`src/rtl/pontos_pkg.sv`:
```
// Shared types and constants for the rhythm-game score block.
package pontos_pkg;

    localparam int PONTOS_W       = 7;
    localparam int MAX_PONTOS_DEF = 99;

    typedef enum logic [1:0] {
        OCIOSO  = 2'd0,
        JOGANDO = 2'd1,
        FIM     = 2'd2
    } estado_t;

endpackage

```
`src/rtl/blink_div.sv`:
```
// Free-running divider: pulses tgl for one cycle every DIV enabled cycles.
// clr restarts the count from zero and wins over en.
module blink_div #(
    parameter int DIV = 4
) (
    input  logic clk,
    input  logic reset,
    input  logic clr,
    input  logic en,
    output logic tgl
);

    localparam int CNT_W = (DIV > 1) ? $clog2(DIV) : 1;
    localparam logic [CNT_W-1:0] LAST = CNT_W'(DIV - 1);

    logic [CNT_W-1:0] cnt_q, cnt_d;

    always_comb begin
        cnt_d = cnt_q;
        tgl   = 1'b0;
        if (clr) begin
            cnt_d = '0;
        end else if (en) begin
            if (cnt_q == LAST) begin
                cnt_d = '0;
                tgl   = 1'b1;
            end else begin
                cnt_d = cnt_q + 1'b1;
            end
        end
    end

    always_ff @(posedge clk) begin
        if (reset) cnt_q <= '0;
        else       cnt_q <= cnt_d;
    end

endmodule

```
`src/rtl/placar_pontos.sv`:
```
// Score accumulator and game-phase controller: hit/miss pulses in, registered
// score, high score, streak and display enable out (one edge of latency).
module placar_pontos
    import pontos_pkg::*;
#(
    parameter int MAX_PONTOS = MAX_PONTOS_DEF,
    parameter int COMBO_LEN  = 4,
    parameter int PENALIDADE = 1,
    parameter int BLINK_DIV  = 25_000_000
) (
    input  logic                clk,
    input  logic                reset,
    input  logic                start,
    input  logic                acerto,
    input  logic                erro,
    input  logic                fim,
    output logic [PONTOS_W-1:0] pontos,
    output logic                enable,
    output logic [PONTOS_W-1:0] recorde,
    output logic [2:0]          combo,
    output logic                game_over
);

    localparam logic [7:0]          MAX8   = 8'(MAX_PONTOS);
    localparam logic [PONTOS_W-1:0] MAX_P  = PONTOS_W'(MAX_PONTOS);
    localparam logic [7:0]          PEN8   = 8'(PENALIDADE);
    localparam logic [3:0]          COMBO4 = 4'(COMBO_LEN);

    estado_t             state_q, state_d;
    logic [PONTOS_W-1:0] pontos_q, pontos_d;
    logic [PONTOS_W-1:0] recorde_q, recorde_d;
    logic [2:0]          combo_q, combo_d;
    logic                enable_q, enable_d;
    logic                game_over_q, game_over_d;

    logic                blink_clr, blink_en, blink_tgl;
    logic [2:0]          combo_inc;
    logic [7:0]          pontos8, soma;
    logic [PONTOS_W-1:0] soma_sat, sub_sat, recorde_max;

    blink_div #(.DIV(BLINK_DIV)) u_blink (
        .clk   (clk),
        .reset (reset),
        .clr   (blink_clr),
        .en    (blink_en),
        .tgl   (blink_tgl)
    );

    // Streak is bumped before deciding whether this hit scores double.
    always_comb begin
        combo_inc   = (combo_q == 3'd7) ? 3'd7 : combo_q + 3'd1;
        pontos8     = {1'b0, pontos_q};
        soma        = pontos8 + (({1'b0, combo_inc} >= COMBO4) ? 8'd2 : 8'd1);
        soma_sat    = (soma > MAX8) ? MAX_P : soma[PONTOS_W-1:0];
        sub_sat     = (pontos8 >= PEN8) ? PONTOS_W'(pontos8 - PEN8) : '0;
        recorde_max = (pontos_q > recorde_q) ? pontos_q : recorde_q;
    end

    always_comb begin
        state_d   = state_q;
        pontos_d  = pontos_q;
        recorde_d = recorde_q;
        combo_d   = combo_q;
        enable_d  = enable_q;
        blink_clr = 1'b0;
        blink_en  = 1'b0;

        case (state_q)
            OCIOSO: begin
                enable_d = 1'b0;
                if (start) begin
                    state_d   = JOGANDO;
                    pontos_d  = '0;
                    combo_d   = '0;
                    enable_d  = 1'b1;
                    blink_clr = 1'b1;
                end
            end
            JOGANDO: begin
                enable_d = 1'b1;
                if (start) begin
                    pontos_d  = '0;
                    combo_d   = '0;
                    blink_clr = 1'b1;
                end else if (fim) begin
                    state_d   = FIM;
                    recorde_d = recorde_max;
                    blink_clr = 1'b1;
                end else if (erro) begin
                    combo_d  = '0;
                    pontos_d = sub_sat;
                end else if (acerto) begin
                    combo_d  = combo_inc;
                    pontos_d = soma_sat;
                end
            end
            FIM: begin
                blink_en = 1'b1;
                if (blink_tgl) enable_d = ~enable_q;
                if (start) begin
                    state_d   = JOGANDO;
                    pontos_d  = '0;
                    combo_d   = '0;
                    enable_d  = 1'b1;
                    blink_clr = 1'b1;
                end
            end
            default: begin
                state_d  = OCIOSO;
                enable_d = 1'b0;
            end
        endcase

        game_over_d = (state_d == FIM);
    end

    always_ff @(posedge clk) begin
        if (reset) begin
            state_q     <= OCIOSO;
            pontos_q    <= '0;
            recorde_q   <= '0;
            combo_q     <= '0;
            enable_q    <= 1'b0;
            game_over_q <= 1'b0;
        end else begin
            state_q     <= state_d;
            pontos_q    <= pontos_d;
            recorde_q   <= recorde_d;
            combo_q     <= combo_d;
            enable_q    <= enable_d;
            game_over_q <= game_over_d;
        end
    end

    assign pontos    = pontos_q;
    assign recorde   = recorde_q;
    assign combo     = combo_q;
    assign enable    = enable_q;
    assign game_over = game_over_q;

endmodule

```
`config.mk`:
```
export PLATFORM = sky130hd
export DESIGN_NAME = placar_pontos
export DESIGN_NICKNAME = d
export VERILOG_FILES = /design/src/rtl/pontos_pkg.sv /design/src/rtl/blink_div.sv /design/src/rtl/placar_pontos.sv
export SDC_FILE = /design/constraint.sdc
export NUM_CORES = 1
export LEC_CHECK = 0
export BUFFER_PORTS_ARGS = -buffer_cell sky130_fd_sc_hd__buf_2
export CAP_MARGIN = 20
export CORE_UTILIZATION = 59
export CTS_CLUSTER_DIAMETER = 50
export DETAILED_ROUTE_END_ITERATION = 16
export PLACE_DENSITY = 0.84
export SLEW_MARGIN = 25
export SYNTH_ARGS = -nofsm -noshare
export SYNTH_HDL_FRONTEND = slang
export SYNTH_SLANG_ARGS = --single-unit
```
`constraint.sdc`:
```
create_clock -name clk -period 2.8 [get_ports clk]
set_input_delay 0.28 -clock clk [delete_from_list [all_inputs] [get_ports clk]]
set_output_delay 0.28 -clock clk [all_outputs]
set_load 0.05 [all_outputs]
```
# [Word level (Yosys, flattened, before mapping)]
# Cells that the tools add are included.
[totals] memories=0 regBits=46 output_inout_bits=19 rom_bits=0 ramBits=0 latch_bits=0
[classes] n_eq_ne=9 magnitude_cmp=4 n_mux=32 n_reduce_logical=6 n_bitwise=2 multipliers=0 n_shift=0 div=0 n_addsub=4
[ops] cell="2-to-1 mux 7 bit" n=7
[ops] cell="adder 25 x 1 -> 25 bit (second input constant)" n=1
[ops] cell="equality test 25 bit (second input constant)" n=1
[ops] cell="2-to-1 mux 25 bit" n=1
[ops] cell="2-to-1 mux 3 bit" n=6
[ops] cell="case mux 7 bit (2 select lines)" n=1
[ops] cell="2-to-1 mux 1 bit" n=9
[ops] cell="adder 7 x 2 -> 8 bit" n=1
[ops] cell="> comparator 8 x 7 -> 1 bit (second input constant)" n=1
[ops] cell="2-to-1 mux 2 bit" n=4
[ops] cell="AND reduction 4 bit" n=2
[ops] cell=">= comparator 7 x 1 -> 1 bit (second input constant)" n=1
[ops] cell="> comparator 7 bit" n=1
[ops] cell="subtractor 7 x 1 -> 7 bit (second input constant)" n=1
[ops] cell="!= test 3 bit (second input constant)" n=2
[ops] cell="case mux 3 bit (2 select lines)" n=1
[ops] cell="equality test 2 bit (second input constant)" n=2
[ops] cell="!= test 4 bit (second input constant)" n=1
[ops] cell="case mux 2 bit (2 select lines)" n=1
[ops] cell="OR reduction 2 bit" n=2
[ops] cell="adder 3 x 1 -> 3 bit (second input constant)" n=1
[ops] cell="equality test 3 bit (second input constant)" n=1
[ops] cell=">= comparator 3 bit (second input constant)" n=1
[ops] cell="case mux 1 bit (3 select lines)" n=1
[ops] cell="other kinds (6)" n=7

# [Depth between registers and ports, before layout]
# Gate-level depths: netlist of the first run.
[depth] word_depth=12 mapped_depth=10 depth_no_buf=10

# [By module]
# From an unflattened synthesis of the first run, not the netlist that was laid out.
[hier_totals] cells_unflattened=350 area_unflattened_um2=2894.0
[modules_own_cells] module="placar_pontos" n_inst=1 cells_each=207 area_each_um2=1657.8
[modules_own_cells] module="blink_div" n_inst=1 cells_each=143 area_each_um2=1236.2

# [Worst setup path before layout of the first run]
# No wires, ideal clock.
[synth_path] path_type="register to register" startpoint="register combo_q[0], in the netlist combo[0]" endpoint="register pontos_q[0], in the netlist pontos[0]" arrival_time_ns=2.696 setup_slack_ns=-0.014 stages_incl_launch_ff=11 n_path_buf=0 cell_sequence="dfxtp_1 ha_1 nor2_1 ha_1 fa_1 and3b_1 a31oi_1 o22ai_1 a32oi_1 nand3_1 a32o_1"
[synth_via] elab_chain_len=12 word_cells_on_any_way=13 classes_between="add/sub: 2; order compare: 2; eq/ne: 1; mux: 8"
[synth_rtl] element="start: declaration" line="placar_pontos.sv:32" text="logic [2:0] combo_q, combo_d;"
[synth_rtl] element="start signal: assignment" line="placar_pontos.sv:129" text="combo_q <= combo_d;"
[synth_rtl] element="adder 3 x 1 -> 3 bit / equality test 3 bit (equally long branches)" line="placar_pontos.sv:51" text="combo_inc = (combo_q == 3'd7) ? 3'd7 : combo_q + 3'd1;"
[synth_rtl] element="2-to-1 mux 3 bit *" line="placar_pontos.sv:51"
[synth_rtl] element=">= comparator 3 bit *" line="placar_pontos.sv:53" text="soma = pontos8 + (({1'b0, combo_inc} >= COMBO4) ? 8'd2 : 8'd1);"
[synth_rtl] element="2-to-1 mux 2 bit *" line="placar_pontos.sv:53"
[synth_rtl] element="adder 7 x 2 -> 8 bit *" line="placar_pontos.sv:53"
[synth_rtl] element="> comparator 8 x 7 -> 1 bit" line="placar_pontos.sv:54" text="soma_sat = (soma > MAX8) ? MAX_P : soma[PONTOS_W-1:0];"
[synth_rtl] element="2-to-1 mux 7 bit *" line="placar_pontos.sv:54"
[synth_rtl] element="2-to-1 mux 7 bit *" line="placar_pontos.sv:92" text="end else if (acerto) begin"
[synth_rtl] element="2-to-1 mux 7 bit *" line="placar_pontos.sv:89" text="end else if (erro) begin"
[synth_rtl] element="2-to-1 mux 7 bit *" line="placar_pontos.sv:85" text="end else if (fim) begin"
[synth_rtl] element="2-to-1 mux 7 bit *" line="placar_pontos.sv:81" text="if (start) begin"
[synth_rtl] element="case mux 7 bit (2 select lines) *" line="placar_pontos.sv:68" text="case (state_q)"
[synth_rtl] element="end signal: assignment" line="placar_pontos.sv:127" text="pontos_q <= pontos_d;"
[synth_rtl] element="end: declaration" line="placar_pontos.sv:30" text="logic [PONTOS_W-1:0] pontos_q, pontos_d;"
# Every way passes the cells marked *; elsewhere a longest branch is shown, timed or not. The select of a mux whose other input is x is not followed.
# A chain may end at the register's enable or synchronous reset.

# [Worst setup path in the final report of the first run]
[layout_path] startpoint="register combo_q[0], in the netlist combo[0]" endpoint="register pontos_q[1], in the netlist pontos[1]"
# The elaborated chain is that of the path after synthesis.

==> flow_metrics.py, run 1 <==
metrics = {
    "status": {
        "run_status": "complete, no violations",
    },
    "sta": {
        "fin_setup_tns_ns": 0,
        "finClkSkew_ns": 0.0109,
        "finalHoldViolCount": 0,
        "worstMarginPinSlew_ns": 0.509,
        "setup_viol": 0,
        "timing.final.crit_share": 0.930,
        "period_minus_slack_ns": 2.61,
        "slew_viol_final": 0,
        "slew_headroom": 0.660,
        "fmax_ghz": 0.384,
    },
    "worst_setup_path": {
        "startpoint_type": "flop",
        "end_kind": "flop",
        "worst-path-max-fanout": 7,
        "cp.required_ns": 3.00,
        "timing.rr.start": "combo[0]",
        "path_buf_inv": 0,
        "startpoint": "combo[0]",
        "crit_family": "compound AO/OA/AOI/OAI gates",
        "worstPathArrival_ns": 2.81,
        "crit_type": "reg -> reg",
        "path_common_cell": "ha_1",
        "cp_slowest_cell": "a32oi_1",
        "worstPathCellList": "ha_1 > nor2_1 > ha_1 > fa_2 > nand3_2 > a31oi_1 > o41ai_1 > a32oi_1 > nand3b_1 > a32o_1",
        "max_stage_delay_ns": 0.41,
    },
    "floorplan": {
        "die_w_um": 68.8,
        "io_pins": 25,
        "start_util": 0.635,
        "coreArea_mm2": 0.00414,
        "die-area_mm2": 0.00473,
        "num_rows": 23,
        "fp.dieH_um": 68.8,
    },
    "yosys": {
        "synth_largest_area_cell": "dfxtp_1",
        "syn_area_per_cell_um2": 8.25,
        "ys_ff_latch": 46,
        "synth_cell_type_count": 53,
        "ys.flop_type": "dfxtp_1",
        "ys_top_cells_by_area": "dfxtp_1, nor2_1, ha_1",
        "synth_top_area_frac": 0.350,
        "async_flop_share": 0,
        "ys_seq_area_frac": 0.350,
        "synth_edf_count": 0,
        "synth_warnings": 0,
        "syn-cell-area_mm2": 0.00263,
        "synthCells": 319,
        "syn_nets": 339,
    },
    "cts": {
        "clk_pin_slew_ns": 0.09,
        "clock_latency_ns": 0.30,
        "cts_htree_levels": 2,
        "cts_num_sinks": 46,
        "cts_tree": "built",
        "cts.hold.buffers_added": 0,
        "clk_path_buf_depth": 2,
        "numCtsBuffers": 5,
        "clockRootBuffer": "clkbuf_8",
    },
    "drt": {
        "viasPerCell": 6.08,
        "drc": 0,
        "vias": 2390,
        "wl_um": 5760,
        "wl_per_cell_um": 14.6,
        "drtIter0Drc": 142,
        "antenna_left": 0,
        "firstDrtPassIters": 5,
    },
    "cells_and_area": {
        "drive_gt1_frac": 0.140,
        "stdcell_area_mm2": 0.00290,
        "n_antenna_cell": 0,
        "final_cell_mix": "nor2_1, dfxtp_1, nand2_1",
        "nets": 362,
        "area_growth_pct": 10.0,
        "final_common_cell": "nor2_1",
    },
    "placed_design": {
        "routabilityCongestion": 0.993,
        "hpwlAfterDp_um": 4000,
        "place_area_mm2": 0.00278,
        "portBuffers": 24,
    },
    "global_routing": {
        "grt_pass1_wl_um": 9380,
        "grt_max_degree": 26,
        "grt_overflow": 0,
        "antenna_found_initial": 0,
        "grt_pass1_vias": 2174,
        "track_usage": 0.262,
    },
    "job": {
        "max_cap_violations": 0,
    },
    "power_and_ir_drop": {
        "cellPowerDensity_mw_per_mm2": 424,
        "ir_drop_mv": 0.369,
        "p_leak_nw": 1.16,
    },
    "min_path": {
        "hp-start": "start",
        "worst_hold_path_type": "in -> reg",
    },
}
what timing repair did:
action	CTS	global route
resized for setup	0	1
setup endpoints to repair	0	3
buffers inserted	0	0
power by group:
group | switching (mW) | internal, mW | total (mW)
Sequential | 0.00583 | 0.657 | 0.663
Combinational | 0.0508 | 0.0211 | 0.0719
Clock | 0.227 | 0.266 | 0.493
logic make-up after synthesis:
| kind of cell | synth area share |
|---|---|
| DFF | 0.350 |
| xor gates and xnor gates | 0.0932 |
| muxes | 0.0266 |
| adders and majority gates | 0.0694 |
| AOI/OAI and AO/OA | 0.139 |
| and+or+nand+nor | 0.268 |
| buffers and inverters | 0.0542 |
routing by layer:
| metal | up-vias | share of wire | wire [µm] | GRT usage |
|---|---|---|---|---|
| li1 | 1159 | - | - | - |
| met1 | 1105 | 0.46 | 2620 | 0.354 |
| met2 | 103 | 0.45 | 2600 | 0.391 |
| met3 | 23 | 0.074 | 424 | 0.0674 |
| met4 | 0 | 0.019 | 112 | 0.115 |
| met5 | - | 0 | 0 | 0 |
registers in the layout, summed over array words and instances, names as in the netlist:
signal and count:
recorde 7, pontos 7, state_q 2, u_blink.cnt_q 25, game_over 1, enable 1
combo 3
cells in the mapped netlist (all sizes together), types with 4 or more instances:
cell type and count:
nand4 8, inv 19, buf 8, a21oi 15, and3 5, nand2 27
o21ai 8, ha 13, mux2i 7, nor2 49, dfxtp 46, clkbuf 5
xor2 16, xnor2 12, nor4 4, nand3 17, a31oi 5, nor3 10
a211oi 4
worst paths after layout:
path,to,slack [ns],cells after the start
max,pontos[1],0.19,10
min,state_q[1],0.23,2
max reg2reg,pontos[1],0.19,10
min reg2reg,u_blink.cnt_q[1],0.50,2
stage by stage:
step / hold slack, ns / utilization / power, mW / std cells / worst slack, ns
3_3_place_gp: 0.460 / 0.672 / 0.748 / 385 / 0.285
3_5_place_dp: 0.482 / 0.672 / 0.748 / 385 / 0.239
2_1_floorplan: 0.358 / - / 0.732 / 319 / 0.181
5_1_grt: 0.232 / 0.699 / 1.28 / 393 / -0.00125
6_report: 0.226 / 0.699 / 1.23 / 393 / 0.195
4_1_cts: 0.214 / 0.698 / 1.24 / 393 / 0.213
cell type report:
class                      count  area (µm²)
clock buffer                   6        72.6
clock inverter                 2        37.5
fill                         330        1250
inverter                      19        71.3
multi-input combinational    241        1570
sequential                    46         923
tap                           50        62.6
timing repair buffer          29         158
No activity file was read; power rests on OpenSTA's default activity.
==> run 2: changes to the inputs <==
CORE_MARGIN = 2   (was default)
==> run 2 against run 1 <==
Compared with the run above: via count increased by 0.50%; utilization decreased by 2.4 points; critical path depth unchanged; clock skew decreased by 0.0014 ns; clock power increased by 3%; fmax increased by 0.39%; clock-buffer cell count decreased by 1; critical path type unchanged; largest cell class unchanged.
==> flow_metrics.py, run 2 (same netlist as run 1, synthesis figures left out) <==
metrics = {
    "status": {
        "run_status": "complete, no violations",
    },
    "drt": {
        "wl_per_cell_um": 14.8,
        "wl_um": 5860,
        "firstDrtPassIters": 7,
        "vias": 2402,
        "drtIter0Drc": 170,
        "drc": 0,
        "viasPerCell": 6.07,
        "antenna_left": 0,
    },
    "cts": {
        "cts_num_sinks": 46,
        "cts_tree": "built",
        "cts_htree_levels": 2,
        "clk_path_buf_depth": 2,
        "clock_latency_ns": 0.31,
        "clockRootBuffer": "clkbuf_8",
        "numCtsBuffers": 5,
        "post_cts_buffers": 0,
        "clk_pin_slew_ns": 0.09,
    },
    "sta": {
        "slew_headroom": 0.652,
        "fin_setup_tns_ns": 0,
        "rsz0062_at_grt": "false",
        "period_minus_slack_ns": 2.59,
        "finalHoldViolCount": 0,
        "slew_viol_final": 0,
        "finClkSkew_ns": 0.00943,
        "timing.final.crit_share": 0.927,
        "worstMarginPinSlew_ns": 0.521,
        "fmax_ghz": 0.385,
        "setup_viol": 0,
    },
    "floorplan": {
        "fp.dieH_um": 70.8,
        "start_util": 0.609,
        "die-area_mm2": 0.00501,
        "num_rows": 24,
        "coreArea_mm2": 0.00432,
        "io_pins": 25,
        "die_w_um": 70.8,
    },
    "power_and_ir_drop": {
        "cellPowerDensity_mw_per_mm2": 427,
        "p_int_uw": 946,
        "ir_drop_mv": 0.267,
        "power_frac_comb": 0.059,
        "netSwitchingFraction": 0.240,
        "p_sw_uw": 299,
        "power_frac_clock": 0.409,
        "power_frac_seq": 0.532,
        "p_leak_nw": 1.18,
    },
    "worst_setup_path": {
        "worst-path-max-fanout": 7,
        "max_stage_delay_ns": 0.39,
        "worstPathArrival_ns": 2.80,
        "cp_slowest_cell": "or3_1",
        "path_common_cell": "ha_1",
        "path_buf_inv": 0,
        "worst-r2r-setup-slack_ns": 0.21,
        "cp.required_ns": 3.00,
        "worstPathCellList": "ha_1 > nor2_1 > ha_1 > fa_2 > nand3_2 > or3_1 > a32oi_1 > a32oi_2 > a41oi_1 > o21ai_1",
        "crit_family": "adder cells",
        "startpoint_type": "flop",
        "crit_type": "reg -> reg",
        "end_kind": "flop",
    },
    "cells_and_area": {
        "regArea_um2": 923,
        "drive_gt1_frac": 0.148,
        "n_antenna_cell": 0,
        "largest_register_ffs": 25,
        "multi_input_area_mm2": 0.00158,
        "final_cell_mix": "nor2_1, dfxtp_1, nand2_1",
        "nets": 363,
        "regMostFlops": "u_blink.cnt_q",
        "fill_cells": 359,
        "area_growth_pct": 10.8,
        "stdcell_area_mm2": 0.00292,
        "final_common_cell": "nor2_1",
    },
    "placed_design": {
        "portBuffers": 24,
        "hpwlAfterDp_um": 4070,
        "place_area_mm2": 0.00279,
        "routabilityCongestion": 0.989,
    },
    "min_path": {
        "worst_hold_path_type": "in -> reg",
    },
    "global_routing": {
        "grt_max_degree": 26,
        "antenna_found_initial": 0,
        "grt_pass1_wl_um": 10100,
        "track_usage": 0.246,
        "grt_pass1_vias": 2198,
        "grt_overflow": 0,
    },
    "job": {
        "max_cap_violations": 0,
    },
}
## run 2: cell count changes in the layout (fill, tap and decap cells not counted), sizes merged
cell | before | now
clkbuf | 6 | 5
clkinvlp | 1 | 0
buf | 29 | 30
inv | 19 | 20
clkinv | 0 | 1
## run 2: stage by stage
| step | util | setup slack [ns] | cells | hold WS (ns) | power [mW] |
|---|---|---|---|---|---|
| global route | 0.674 | 0.00866 | 396 | 0.231 | 1.28 |
| finish | 0.674 | 0.205 | 396 | 0.216 | 1.25 |
| floorplan | - | 0.181 | 319 | 0.358 | 0.732 |
| global placement | 0.646 | 0.263 | 388 | 0.460 | 0.748 |
| CTS | 0.672 | 0.136 | 396 | 0.209 | 1.25 |
| detailed placement | 0.646 | 0.185 | 388 | 0.473 | 0.750 |
## run 2: worst paths after layout
check                                 startpoint          endpoint  cells after the start
worst min-delay path                       start        state_q[1]                      2
worst max register to register          combo[0]         pontos[4]                     10
worst max-delay path                    combo[0]         pontos[4]                     10
worst min register to register  u_blink.cnt_q[1]  u_blink.cnt_q[1]                      2
## run 2: power by group through the flow
| stage | logic [mW] | registers (mW) | clock network (mW) |
|---|---|---|---|
| final | 0.0731 | 0.663 | 0.509 |
| after detailed placement | 0.0712 | 0.678 | 0 |
| after CTS | 0.0720 | 0.663 | 0.512 |
| after floorplan | 0.0486 | 0.684 | 0 |
| after global routing | 0.0795 | 0.664 | 0.534 |
| after global placement | 0.0703 | 0.678 | 0 |
## run 2: area by class of cell
cell class                 instances  area share
sequential                        46       0.317
inverter                          19      0.0245
clock buffer                       5      0.0236
clock inverter                     3      0.0150
multi-input combinational        241       0.541
tap                               52      0.0223
timing repair buffer              30      0.0566
## run 2: routing by layer
layer | vias up | part of all wire | global-route usage
met5 | - | 0 | 0
met4 | 0 | 0.020 | 0.0839
met3 | 17 | 0.079 | 0.0513
met2 | 112 | 0.45 | 0.389
met1 | 1111 | 0.45 | 0.335
li1 | 1162 | - | -
## run 2: repair_timing
item | 4_1_cts | 5_1_grt
endpoints found under the setup margin | 0 | 3
gates resized for setup | 0 | 2
hold buffers | 0 | 0
==> run 3: changes to the inputs <==
CORE_UTILIZATION = 60   (was 59)
PLACE_DENSITY = 0.85   (was 0.84)
SYNTH_HIERARCHICAL = 1   (was default)
==> run 3 against run 2 <==
Compared with the run above: clock power hardly changed; design area is 8.2% higher; sequential power hardly changed; die area is 7.6% higher; total power is 0.40% higher; register-to-register slack better by 0.11 ns; clock-buffer cell count stayed put; synthesized cell count is 9.7% higher; critical path type unchanged; largest cell class unchanged.
==> flow_metrics.py, run 3 <==
metrics = {
    "job": {
        "max_cap_violations": 0,
    },
    "placed_design": {
        "pre_cts_slack_ns": 0.347,
        "place_area_mm2": 0.00304,
        "dp.cells": 416,
        "portBuffers": 24,
        "routabilityCongestion": 0.972,
        "hpwlAfterDp_um": 4710,
    },
    "cells_and_area": {
        "final_common_cell": "dfxtp_1",
        "area_growth_pct": 9.04,
        "regMostFlops": "u_blink/cnt_q",
        "nets": 389,
        "n_antenna_cell": 0,
        "final_cell_mix": "dfxtp_1, nand2_1, nor2_1",
        "drive_gt1_frac": 0.135,
        "multi_input_area_mm2": 0.00181,
        "fin_cells": 424,
        "stdcell_area_mm2": 0.00316,
        "largest_register_ffs": 25,
        "fill_cells": 392,
        "regArea_um2": 921,
    },
    "floorplan": {
        "die_w_um": 73.5,
        "start_util": 0.617,
        "io_pins": 25,
        "coreArea_mm2": 0.00469,
        "num_rows": 25,
        "fp.dieH_um": 73.5,
        "die-area_mm2": 0.00539,
    },
    "power_and_ir_drop": {
        "power_frac_comb": 0.064,
        "p_leak_nw": 1.14,
        "p_int_uw": 952,
        "cellPowerDensity_mw_per_mm2": 396,
        "ir_drop_mv": 0.289,
        "power_frac_seq": 0.531,
        "netSwitchingFraction": 0.238,
        "power_mw": 1.25,
        "p_sw_uw": 298,
        "power_frac_clock": 0.405,
    },
    "global_routing": {
        "grt_max_degree": 27,
        "grt_pass1_vias": 2338,
        "antenna_found_initial": 0,
        "track_usage": 0.240,
        "grt_pass1_wl_um": 10200,
        "grt_overflow": 0,
    },
    "worst_setup_path": {
        "crit_family": "compound AO/OA/AOI/OAI gates",
        "rr_endpoint": "pontos[4]",
        "timing.rr.start": "combo[0]",
        "startpoint_type": "flop",
        "cp_slowest_cell": "a2111o_1",
        "rr_worst_depth": 9,
        "crit_type": "reg -> reg",
        "cp-endpoint": "pontos[4]",
        "worst-r2r-setup-slack_ns": 0.32,
        "path_common_cell": "ha_1",
        "worst-path-max-fanout": 4,
        "end_kind": "flop",
        "startpoint": "combo[0]",
        "cp.required_ns": 3.05,
        "path_buf_inv": 1,
        "cp.depth": 9,
        "max_stage_delay_ns": 0.42,
        "worstPathCellList": "ha_1 > nor2_1 > inv_1 > ha_1 > a21o_1 > a2111o_1 > a211o_1 > a211oi_2 > a221o_1",
        "worstPathArrival_ns": 2.73,
    },
    "cts": {
        "clockRootBuffer": "clkbuf_8",
        "numCtsBuffers": 5,
        "cts.hold.buffers_added": 0,
        "cts_tree": "built",
        "clk_path_buf_depth": 2,
        "cts_num_sinks": 46,
        "clk_pin_slew_ns": 0.09,
        "post_cts_buffers": 0,
        "cts_resized": 0,
        "clock_latency_ns": 0.30,
        "cts_htree_levels": 2,
    },
    "yosys": {
        "synth_warnings": 6,
        "async_flop_share": 0,
        "synth_edf_count": 0,
        "synth_largest_area_cell": "dfxtp_1",
        "syn-cell-area_mm2": 0.00289,
        "ys_top_cells_by_area": "dfxtp_1, ha_1, a21oi_1",
        "ys_ff_latch": 46,
        "synthCells": 350,
        "yosysMostFrequentCell": "dfxtp_1",
        "synth_cell_type_count": 64,
        "synth_top_area_frac": 0.318,
        "ys_seq_area_frac": 0.318,
        "ys.flop_type": "dfxtp_1",
        "syn_area_per_cell_um2": 8.27,
        "syn_nets": 370,
        "synth_common_cells": "dfxtp_1, nand2_1, nor2_1",
    },
    "sta": {
        "slew_headroom": 0.608,
        "rsz0062_at_grt": "false",
        "slew_viol_final": 0,
        "worstMarginPinSlew_ns": 0.588,
        "finalHoldViolCount": 0,
        "setup_ws_ns": 0.319,
        "timing.final.crit_share": 0.886,
        "finClkSkew_ns": 0.0117,
        "fmax_ghz": 0.403,
        "setup_viol": 0,
        "fin_setup_tns_ns": 0,
        "period_minus_slack_ns": 2.48,
    },
    "drt": {
        "drtIter0Drc": 169,
        "wl_um": 6310,
        "firstDrtPassIters": 5,
        "viasPerCell": 6.19,
        "antenna_left": 0,
        "vias": 2626,
        "wl_per_cell_um": 14.9,
        "drc": 0,
    },
    "status": {
        "run_status": "complete, no violations",
    },
    "min_path": {
        "worst_hold_path_type": "in -> reg",
    },
}
run 3: cell types whose count changed after synthesis, sizes merged, moves of 4 or more:
cell	change
nor4	+4
or4	+7
nor2	-23
nand4	+7
nand2b	+15
nand3	-6
a31oi	-5
xor2	-6
clkbuf	+5
a21oi	+7
or3	+6
run 3: cells by family after synthesis:
family	Yosys count	synth area share
AND/OR/NAND/NOR	154	0.303
flip-flops	46	0.318
AO/OA/AOI/OAI	70	0.169
multiplexers	8	0.0277
adder cells (fa/ha/maj)	14	0.0631
buffers and inverters	37	0.0549
XOR/XNOR	21	0.0636
run 3: area by class of cell:
| class | instances | share of cell area |
|---|---|---|
| inverter | 18 | 0.0214 |
| sequential | 46 | 0.292 |
| clock buffer | 5 | 0.0218 |
| clock inverter | 3 | 0.0139 |
| tap | 54 | 0.0214 |
| multi-input combinational | 267 | 0.575 |
| timing repair buffer | 31 | 0.0547 |
run 3: power by group through the flow:
| stage | combinational [mW] | sequential [mW] | clock [mW] |
|---|---|---|---|
| 3_3_place_gp | 0.0781 | 0.679 | 0 |
| 6_report | 0.0806 | 0.664 | 0.506 |
| 5_1_grt | 0.0876 | 0.665 | 0.540 |
| 2_1_floorplan | 0.0520 | 0.686 | 0 |
| 4_1_cts | 0.0803 | 0.664 | 0.521 |
| 3_5_place_dp | 0.0797 | 0.679 | 0 |
run 3: metrics by stage:
stage                     utilization  hold slack [ns]
after floorplan                     -            0.357
final                           0.673            0.229
after global placement          0.649            0.459
after CTS                       0.673            0.217
after detailed placement        0.649            0.472
after global routing            0.673            0.232
run 3: worst min path at each step:
| stage | startpoint | end | slack (ns) | depth (start not counted) |
|---|---|---|---|---|
| floorplan | reset | u_blink/cnt_q[4] | 0.36 | 1 |
| CTS | start | state_q[1] | 0.22 | 2 |
| detailed placement | u_blink/cnt_q[22] | u_blink/cnt_q[22] | 0.47 | 2 |
| global placement | combo[1] | combo[1] | 0.46 | 2 |
| global route | start | game_over | 0.23 | 2 |
| finish | start | state_q[1] | 0.23 | 2 |
run 3: worst register-to-register path, cell delays in order, from the launching register on:
cell and delay, ns:
dfxtp_1 0.35, ha_1 0.25, nor2_1 0.14, inv_1 0.09, ha_1 0.32, a21o_1 0.20
a2111o_1 0.42, a211o_1 0.31, a211oi_2 0.22, a221o_1 0.13
run 3: routing by layer:
layer / wire, µm / vias up / track usage
met2: 3170 / 78 / 0.426
met1: 2710 / 1224 / 0.289
met5: 0 / - / 0
met3: 317 / 12 / 0.0466
met4: 116 / 0 / 0.0808
li1: - / 1312 / -
